## src/rtl/mux_arbiter.sv

```systemverilog
// ---------------------------------------------------------------------------
// mux_arbiter
//
// Two-requester round-robin arbiter that owns the select line of a shared
// 2:1 datapath mux. The current owner keeps the path while it requests; if
// the other side is waiting, the owner is forced off after MAX_HOLD
// consecutive contested cycles (MAX_HOLD = 0 removes that limit). The
// selected input is registered onto out together with out_valid.
//
// Parameters
//   WIDTH     data width of in_a, in_b and out
//   MAX_HOLD  contested cycles before a forced handover (0 = unlimited)
//
// Ports
//   clk        in   rising-edge clock
//   reset      in   synchronous, active-high reset
//   req_a      in   requester A wants the path
//   req_b      in   requester B wants the path
//   in_a       in   data from requester A
//   in_b       in   data from requester B
//   gnt_a      out  A owns the path (registered)
//   gnt_b      out  B owns the path (registered)
//   sel        out  mux select, 0 = in_a, 1 = in_b (registered)
//   out        out  registered mux output
//   out_valid  out  out carries owned data this cycle
// ---------------------------------------------------------------------------
module mux_arbiter #(
    parameter int WIDTH    = 1,
    parameter int MAX_HOLD = 8
) (
    input  logic             clk,
    input  logic             reset,
    input  logic             req_a,
    input  logic             req_b,
    input  logic [WIDTH-1:0] in_a,
    input  logic [WIDTH-1:0] in_b,
    output logic             gnt_a,
    output logic             gnt_b,
    output logic             sel,
    output logic [WIDTH-1:0] out,
    output logic             out_valid
);

    localparam int CW     = $clog2(MAX_HOLD) + 1;
    localparam int LAST_I = (MAX_HOLD > 0) ? (MAX_HOLD - 1) : 0;
    localparam logic [CW-1:0] HOLD_LAST = CW'(LAST_I);
    localparam logic [CW-1:0] HOLD_MAX  = {CW{1'b1}};

    typedef enum logic [1:0] {
        IDLE  = 2'd0,
        OWN_A = 2'd1,
        OWN_B = 2'd2
    } state_t;

    state_t          r_state;
    state_t          w_state_next;
    logic [CW-1:0]   r_hold_cnt;
    logic [CW-1:0]   w_hold_next;
    logic            r_last_b;      // 1 = B owned most recently
    logic            w_last_b_next;
    logic            r_gnt_a;
    logic            r_gnt_b;
    logic            r_sel;
    logic [WIDTH-1:0] r_out;
    logic            r_out_valid;
    logic            w_other_req;
    logic            w_limit;
    logic [WIDTH-1:0] w_mux;

    // Request of whichever side does not currently own the path.
    assign w_other_req = (r_state == OWN_A) ? req_b :
                         (r_state == OWN_B) ? req_a : 1'b0;

    // Owner has used up its contested budget this cycle.
    assign w_limit = (MAX_HOLD != 0) && (r_hold_cnt == HOLD_LAST);

    always_comb begin
        w_state_next  = r_state;
        w_hold_next   = '0;
        w_last_b_next = r_last_b;

        case (r_state)
            IDLE: begin
                if (req_a && req_b)
                    w_state_next = r_last_b ? OWN_A : OWN_B;
                else if (req_a)
                    w_state_next = OWN_A;
                else if (req_b)
                    w_state_next = OWN_B;
                else
                    w_state_next = IDLE;
            end
            OWN_A: begin
                if (!req_a)
                    w_state_next = req_b ? OWN_B : IDLE;
                else if (req_b && w_limit)
                    w_state_next = OWN_B;
                else
                    w_state_next = OWN_A;
            end
            OWN_B: begin
                if (!req_b)
                    w_state_next = req_a ? OWN_A : IDLE;
                else if (req_a && w_limit)
                    w_state_next = OWN_A;
                else
                    w_state_next = OWN_B;
            end
            default: w_state_next = IDLE;
        endcase

        // Counter only runs while the owner stays put under contention;
        // saturating keeps the unlimited configuration from wrapping.
        if ((w_state_next == r_state) && (r_state != IDLE) && w_other_req)
            w_hold_next = (r_hold_cnt == HOLD_MAX) ? r_hold_cnt : r_hold_cnt + 1'b1;

        if ((w_state_next == OWN_A) && (r_state != OWN_A))
            w_last_b_next = 1'b0;
        else if ((w_state_next == OWN_B) && (r_state != OWN_B))
            w_last_b_next = 1'b1;
    end

    // Control registers: grant/select are registered from the next state so
    // they always equal a decode of r_state.
    always_ff @(posedge clk) begin
        if (reset) begin
            r_state    <= IDLE;
            r_hold_cnt <= '0;
            r_last_b   <= 1'b1;
            r_gnt_a    <= 1'b0;
            r_gnt_b    <= 1'b0;
            r_sel      <= 1'b0;
        end else begin
            r_state    <= w_state_next;
            r_hold_cnt <= w_hold_next;
            r_last_b   <= w_last_b_next;
            r_gnt_a    <= (w_state_next == OWN_A);
            r_gnt_b    <= (w_state_next == OWN_B);
            r_sel      <= (w_state_next == OWN_B);
        end
    end

    genvar gi;
    generate
        for (gi = 0; gi < WIDTH; gi++) begin : g_mux
            assign w_mux[gi] = r_sel ? in_b[gi] : in_a[gi];
        end
    endgenerate

    // Data lags the grant by one cycle; out holds its last owned value
    // whenever nobody owns the path.
    always_ff @(posedge clk) begin
        if (reset) begin
            r_out       <= '0;
            r_out_valid <= 1'b0;
        end else begin
            r_out_valid <= r_gnt_a | r_gnt_b;
            if (r_gnt_a | r_gnt_b)
                r_out <= w_mux;
        end
    end

    assign gnt_a     = r_gnt_a;
    assign gnt_b     = r_gnt_b;
    assign sel       = r_sel;
    assign out       = r_out;
    assign out_valid = r_out_valid;

endmodule

```

## config.mk

```make
export PLATFORM = sky130hd
export DESIGN_NAME = mux_arbiter
export DESIGN_NICKNAME = d
export VERILOG_FILES = /design/src/rtl/mux_arbiter.sv
export SDC_FILE = /design/constraint.sdc
export NUM_CORES = 1
export LEC_CHECK = 0
export CAP_MARGIN = 20
export CELL_PAD_IN_SITES_DETAIL_PLACEMENT = 2
export CELL_PAD_IN_SITES_GLOBAL_PLACEMENT = 2
export CORE_MARGIN = 2
export CORE_UTILIZATION = 30
export DETAILED_ROUTE_END_ITERATION = 6
export PLACE_DENSITY_LB_ADDON = 0.15
export SLEW_MARGIN = 20
export SYNTH_ARGS = -nofsm -noshare
export SYNTH_HDL_FRONTEND = slang
export SYNTH_SLANG_ARGS = --single-unit
```

## constraint.sdc

```tcl
create_clock -name clk -period 2.3 [get_ports clk]
set_input_delay 0.46 -clock clk [delete_from_list [all_inputs] [get_ports clk]]
set_output_delay 0.46 -clock clk [all_outputs]
set_load 0.02 [all_outputs]
```

==> results.py, run 1 <==
metrics = {
    "status": {
        "outcome": "complete, no violations",
    },
    "synth": {
        "syn_avg_cell_area_sq_um": 9.13,
        "synth_seq_cells": 11,
        "synth_cell_types": 24,
        "syn_area_sq_um": 529,
        "synthCells": 58,
        "synth_area_leaders": "dfxtp_1 42%, a221oi_1 6.6%, nor2_1 6.4%, a21oi_1 4.7%, nand2b_1 4.7%",
        "yosys.area.top_type": "dfxtp_1",
        "synth-seq-area-share_pct": 41.6,
        "yosysTopAreaCellShare_pct": 41.6,
        "syn_nets": 65,
        "yosys_warnings": 0,
    },
    "clocking": {
        "cts_sinks": 11,
        "clk_pin_slew_ns": 0.07,
        "cts_tree": "done",
        "hold_buffers": 0,
        "clock_path_buffers": 2,
        "root_buffer": "clkbuf_4",
        "cts_resized": 0,
        "clock_latency_ns": 0.27,
        "htreeDepth": 1,
        "cts_setup_buffers": 0,
        "cts_buffers": 3,
    },
    "timing": {
        "fmax_mhz": 570,
        "rsz0062_at_grt": "false",
        "finalCriticalPeriod_ns": 1.75,
        "fin_skew_ns": 0.00130,
        "fin_crit_sh_pct": 76.3,
        "setup_viol": 0,
        "report.final.slew_viol_count": 0,
        "slew_headroom_pct": 77.3,
        "setup_tns_ns": 0,
        "worstMarginPinSlew_ns": 0.340,
        "hold_viol_final": 0,
    },
    "placed_design": {
        "io_buffers": 10,
        "place.gp.congestion": 0.727,
    },
    "job": {
        "max-cap-violations": 0,
    },
    "grt": {
        "antenna_found_initial": 0,
        "first_global_vias": 443,
        "grt-ovfl-total": 0,
        "track_usage_pct": 14.3,
        "grt_max_degree": 11,
        "grt_pass1_wl_um": 2030,
    },
    "final_layout": {
        "layout-drive-gt1-share_pct": 8.70,
        "fin_nets": 77,
        "fillCellCount": 202,
        "regArea_sq_um": 220,
        "diodes": 0,
        "multi_input_area_sq_um": 289,
        "final_util_pct": 38.9,
        "area_growth_pct": 24.1,
    },
    "pwr": {
        "swShare_pct": 26.2,
        "p_seq_share_pct": 51.7,
        "power_leakage_uw": 0.000296,
        "p_int_uw": 302,
        "vdd_ir_drop_max_mv": 0.213,
        "combPwrFrac_pct": 15.8,
        "power.clock.fraction_pct": 32.4,
        "p_sw_uw": 107,
        "powerDensity_nw_per_um2": 623,
    },
    "worst_setup_path": {
        "r2r_slack_ns": 0.74,
        "cp-start-kind": "register",
        "required_ns": 1.84,
        "ff2ff_path_depth": 5,
        "path_buf_inv": 1,
        "cp_slowest_stage_delay_ns": 0.63,
        "critical_path.cell_chain": "clkdlybuf4s50_1",
        "cp.arrival_ns": 1.29,
        "critical_path_depth": 1,
        "end_kind": "primary output",
        "critPathTopFamily": "buffers and inverters",
        "crit_type": "register to primary output",
        "slowest_stage": "clkdlybuf4s50_1",
        "crit_fanout": 5,
    },
    "drt": {
        "drc_errors": 0,
        "drt_wl_total_um": 1290,
        "vias": 476,
        "drtIter0Drc": 6,
        "ant_nets": 0,
        "firstDrtPassIters": 4,
        "viasPerCell": 5.53,
        "drt-wirelength-per-cell_um": 15.0,
    },
    "die": {
        "core_sq_um": 1690,
        "io_pins": 11,
        "die_height_um": 46,
        "fp.dieW_um": 46,
        "dieArea_sq_um": 2120,
        "std_cell_rows": 15,
        "start_util_pct": 31.3,
    },
    "hold_path": {
        "hp-class": "register to register",
        "min_path_cells": 2,
    },
}
==> logic make-up after synthesis <==
family	after synthesis	share of synthesized area, %
AO/OA/AOI/OAI	15	20.3
XOR/XNOR	2	3.31
adder cells (fa/ha/maj)	1	2.36
buffers and inverters	3	3.78
flip-flops	11	41.6
multiplexers	1	1.89
AND/OR/NAND/NOR	25	26.7
==> area by class of cell <==
type	instances	share of cell area, %
Tap cell	17	3.24
Sequential cell	11	33.5
Clock buffer	4	4.00
Timing Repair Buffer	10	15.2
Multi-Input combinational cell	44	44.0
==> power groups by stage <==
| stage | Combinational, uW | Sequential, uW | Clock, uW |
|---|---|---|---|
| after CTS | 65.9 | 212 | 139 |
| final | 64.8 | 212 | 133 |
| after global routing | 71.4 | 213 | 148 |
| after detailed placement | 65.6 | 216 | 0 |
| after floorplan | 37.8 | 215 | 0 |
| after global placement | 64.8 | 216 | 0 |
==> placed cells by master (no fill, tap or decap), types with 2 or more instances in the layout <==
cell type / n
dfxtp_1: 11
clkdlybuf4s50_1: 10
nor2_1: 9
a21oi_1: 5
nand2b_1: 4
nand2_1: 4
a221oi_1: 4
clkbuf_4: 3
a21o_2: 2
nand4_1: 2
==> flip-flops by register name (all words and copies together), names as in the netlist <==
name / cells
out_valid: 1
out: 1
r_state: 2
gnt_a: 1
r_hold_cnt: 4
sel: 1
r_last_b: 1
==> layer usage <==
layer	vias up	track usage [%]	wire length, um
met5	-	0	0
met4	0	10.3	26
met3	4	2.38	32
met2	9	20.3	597
met1	230	19.0	631
li1	233	-	-
==> worst paths after layout <==
path,from,to
worst max-delay path,sel$_SDFF_PP0_,sel
worst min-delay path,r_hold_cnt[1]$_SDFFE_PP0P_,r_hold_cnt[1]$_SDFFE_PP0P_
worst max register to register,r_hold_cnt[0]$_SDFFE_PP0P_,r_last_b$_SDFFE_PP1P_
worst min register to register,r_hold_cnt[1]$_SDFFE_PP0P_,r_hold_cnt[1]$_SDFFE_PP0P_
==> per-stage QoR <==
step	setup slack (ns)	cell area [sq um]	instances	power [uW]	hold slack, ns
after floorplan	0.912	529	58	253	0.467
after global placement	0.607	631	82	281	0.487
after detailed placement	0.624	631	82	282	0.498
after CTS	0.526	657	86	417	0.508
after global routing	0.498	657	86	433	0.552
final	0.545	657	86	409	0.507
==> synthesized netlist by cell type <==
library cell and count:
ha_1 1, a221oi_1 4, a22o_1 1, a21o_1 1
buf_4 2, xor2_1 1, nor2_1 9, or2b_1 1
xnor2_1 1, nand4b_1 1, buf_2 1, nand4_1 2
and3_1 1, nor3_1 1, nand2b_1 4, nand3b_4 1
o41ai_1 1, nor3b_1 1, a21oi_1 5, dfxtp_1 11
nand2_1 4, mux2i_1 1, o21ai_0 1, a21o_2 2
Note: power is estimated with default switching activity, not from simulation.
==> inputs of run 2 (changes only) <==
- CORE_UTILIZATION: 30 -> 25
- clock period: 2.3 -> 1.55 ns (I/O delays scaled with it)
==> run 2 against run 1 <==
- die area rose by 18%
- worst hold slack improved by 0.0038 ns
- register-to-register slack got worse by 0.60 ns
==> results.py, run 2 (same netlist as run 1, synthesis figures left out) <==
metrics = {
    "drt": {
        "ant_nets": 0,
        "vias": 502,
        "drt_wl_total_um": 1450,
        "drtIter0Drc": 5,
        "drc_errors": 0,
        "viasPerCell": 4.83,
        "drt-wirelength-per-cell_um": 14.0,
        "firstDrtPassIters": 3,
    },
    "placed_design": {
        "place_inst": 100,
        "io_buffers": 10,
        "place.gp.congestion": 0.702,
        "place_hpwl_um": 1130,
        "place_area_sq_um": 703,
    },
    "timing": {
        "finalCriticalPeriod_ns": 1.50,
        "worstMarginPinSlew_ns": 0.349,
        "fin_crit_sh_pct": 96.9,
        "fin_skew_ns": 0.000751,
        "setup_viol": 0,
        "hold_viol_final": 0,
        "slew_headroom_pct": 76.7,
        "fmax_mhz": 666,
        "rsz0062_at_grt": "false",
        "report.final.slew_viol_count": 0,
        "setup_tns_ns": 0,
    },
    "grt": {
        "grt_pass1_wl_um": 2540,
        "antenna_found_initial": 0,
        "grt-ovfl-total": 0,
        "first_global_vias": 537,
        "track_usage_pct": 14.0,
        "grt_max_degree": 11,
    },
    "final_layout": {
        "postLayoutCellArea_sq_um": 741,
        "layout-drive-gt1-share_pct": 19.5,
        "top_register": "r_hold_cnt",
        "fin_cells": 104,
        "largestRegisters": "r_hold_cnt (4), r_state (2)",
        "diodes": 0,
        "fin_nets": 85,
        "layout_commonest_cell": "dfxtp_1",
        "largest_reg_flops": 4,
        "layout_common_cells": "11 x dfxtp_1, 9 x nor2_1, 8 x buf_4",
        "area_growth_pct": 40.0,
    },
    "worst_setup_path": {
        "r2r_slack_ns": 0.14,
        "worstReg2RegEnd": "r_last_b$_SDFFE_PP1P_",
        "cp-start-kind": "register",
        "required_ns": 1.24,
        "end_kind": "primary output",
        "critical_path_depth": 1,
        "critical_path.cell_chain": "clkdlybuf4s50_1",
        "cp_slowest_stage_delay_ns": 0.60,
        "path_buf_inv": 1,
        "slowest_stage": "clkdlybuf4s50_1",
        "crit_type": "register to primary output",
        "critPathLaunch": "out_valid$_SDFF_PP0_",
        "ff2ff_path_depth": 5,
        "critPathTopFamily": "buffers and inverters",
        "crit_fanout": 1,
        "r2r_start": "r_hold_cnt[1]$_SDFFE_PP0P_",
        "cp.arrival_ns": 1.19,
        "worstSetupEndpoint": "out_valid",
    },
    "die": {
        "std_cell_rows": 16,
        "io_pins": 11,
        "start_util_pct": 26.7,
        "die_height_um": 50.0,
        "dieArea_sq_um": 2500,
        "fp.dieW_um": 50.0,
        "core_sq_um": 1980,
    },
    "status": {
        "outcome": "complete, no violations",
    },
    "clocking": {
        "root_buffer": "clkbuf_4",
        "cts_buffers": 3,
        "clock_path_buffers": 2,
        "clk_pin_slew_ns": 0.08,
        "htreeDepth": 1,
        "cts_sinks": 11,
        "cts_resized": 3,
        "cts_setup_buffers": 0,
        "clock_latency_ns": 0.27,
        "cts_tree": "done",
        "hold_buffers": 0,
    },
    "pwr": {
        "powerDensity_nw_per_um2": 838,
        "vdd_ir_drop_max_mv": 0.405,
        "power_leakage_uw": 0.000359,
    },
    "job": {
        "max-cap-violations": 0,
    },
    "hold_path": {
        "holdCritStartpoint": "gnt_a$_SDFF_PP0_",
        "hp-class": "register to register",
    },
}
run 2: per-layer routing:
metal	track usage, %	share of wire, %	vias up	wire length, um
met2	21.1	47	12	687
li1	-	-	248	-
met1	17.4	47	240	682
met5	0	0	-	0
met3	3.94	4.3	2	63
met4	8.33	1.3	0	19
run 2: how the worst min path moves through the flow:
stage | slack [ns] | end | depth (start not counted)
2_1_floorplan | 0.38 | out$_SDFFE_PP0P_ | 1
3_5_place_dp | 0.51 | out_valid$_SDFF_PP0_ | 2
5_1_grt | 0.56 | out_valid$_SDFF_PP0_ | 2
6_report | 0.51 | out_valid$_SDFF_PP0_ | 2
4_1_cts | 0.51 | r_hold_cnt[1]$_SDFFE_PP0P_ | 2
3_3_place_gp | 0.48 | r_hold_cnt[1]$_SDFFE_PP0P_ | 2
run 2: metrics by stage:
stage	total power, uW	worst slack (ns)	util, %	hold WS (ns)
after floorplan	375	0.162	-	0.382
after global placement	423	0.0556	35.5	0.479
after detailed placement	425	0.0661	35.5	0.513
after CTS	629	0.00663	36.6	0.513
after global routing	660	0.00517	37.4	0.559
final	620	0.0480	37.4	0.511
run 2: cell type report:
| class | instances | area, sq um |
|---|---|---|
| clock buffers | 4 | 26.3 |
| repair buffers | 18 | 159 |
| fillers | 217 | 1240 |
| well taps | 27 | 33.8 |
| flip-flops and latches | 11 | 220 |
| multi-input cells | 44 | 302 |
run 2: where the power goes:
part	internal (uW)	switching, uW	total (uW)	leakage [uW]
sequential	296	18.5	315	0.0000901
clock	99.8	107	207	0.0000150
combinational	54.2	44.4	98.6	0.000254
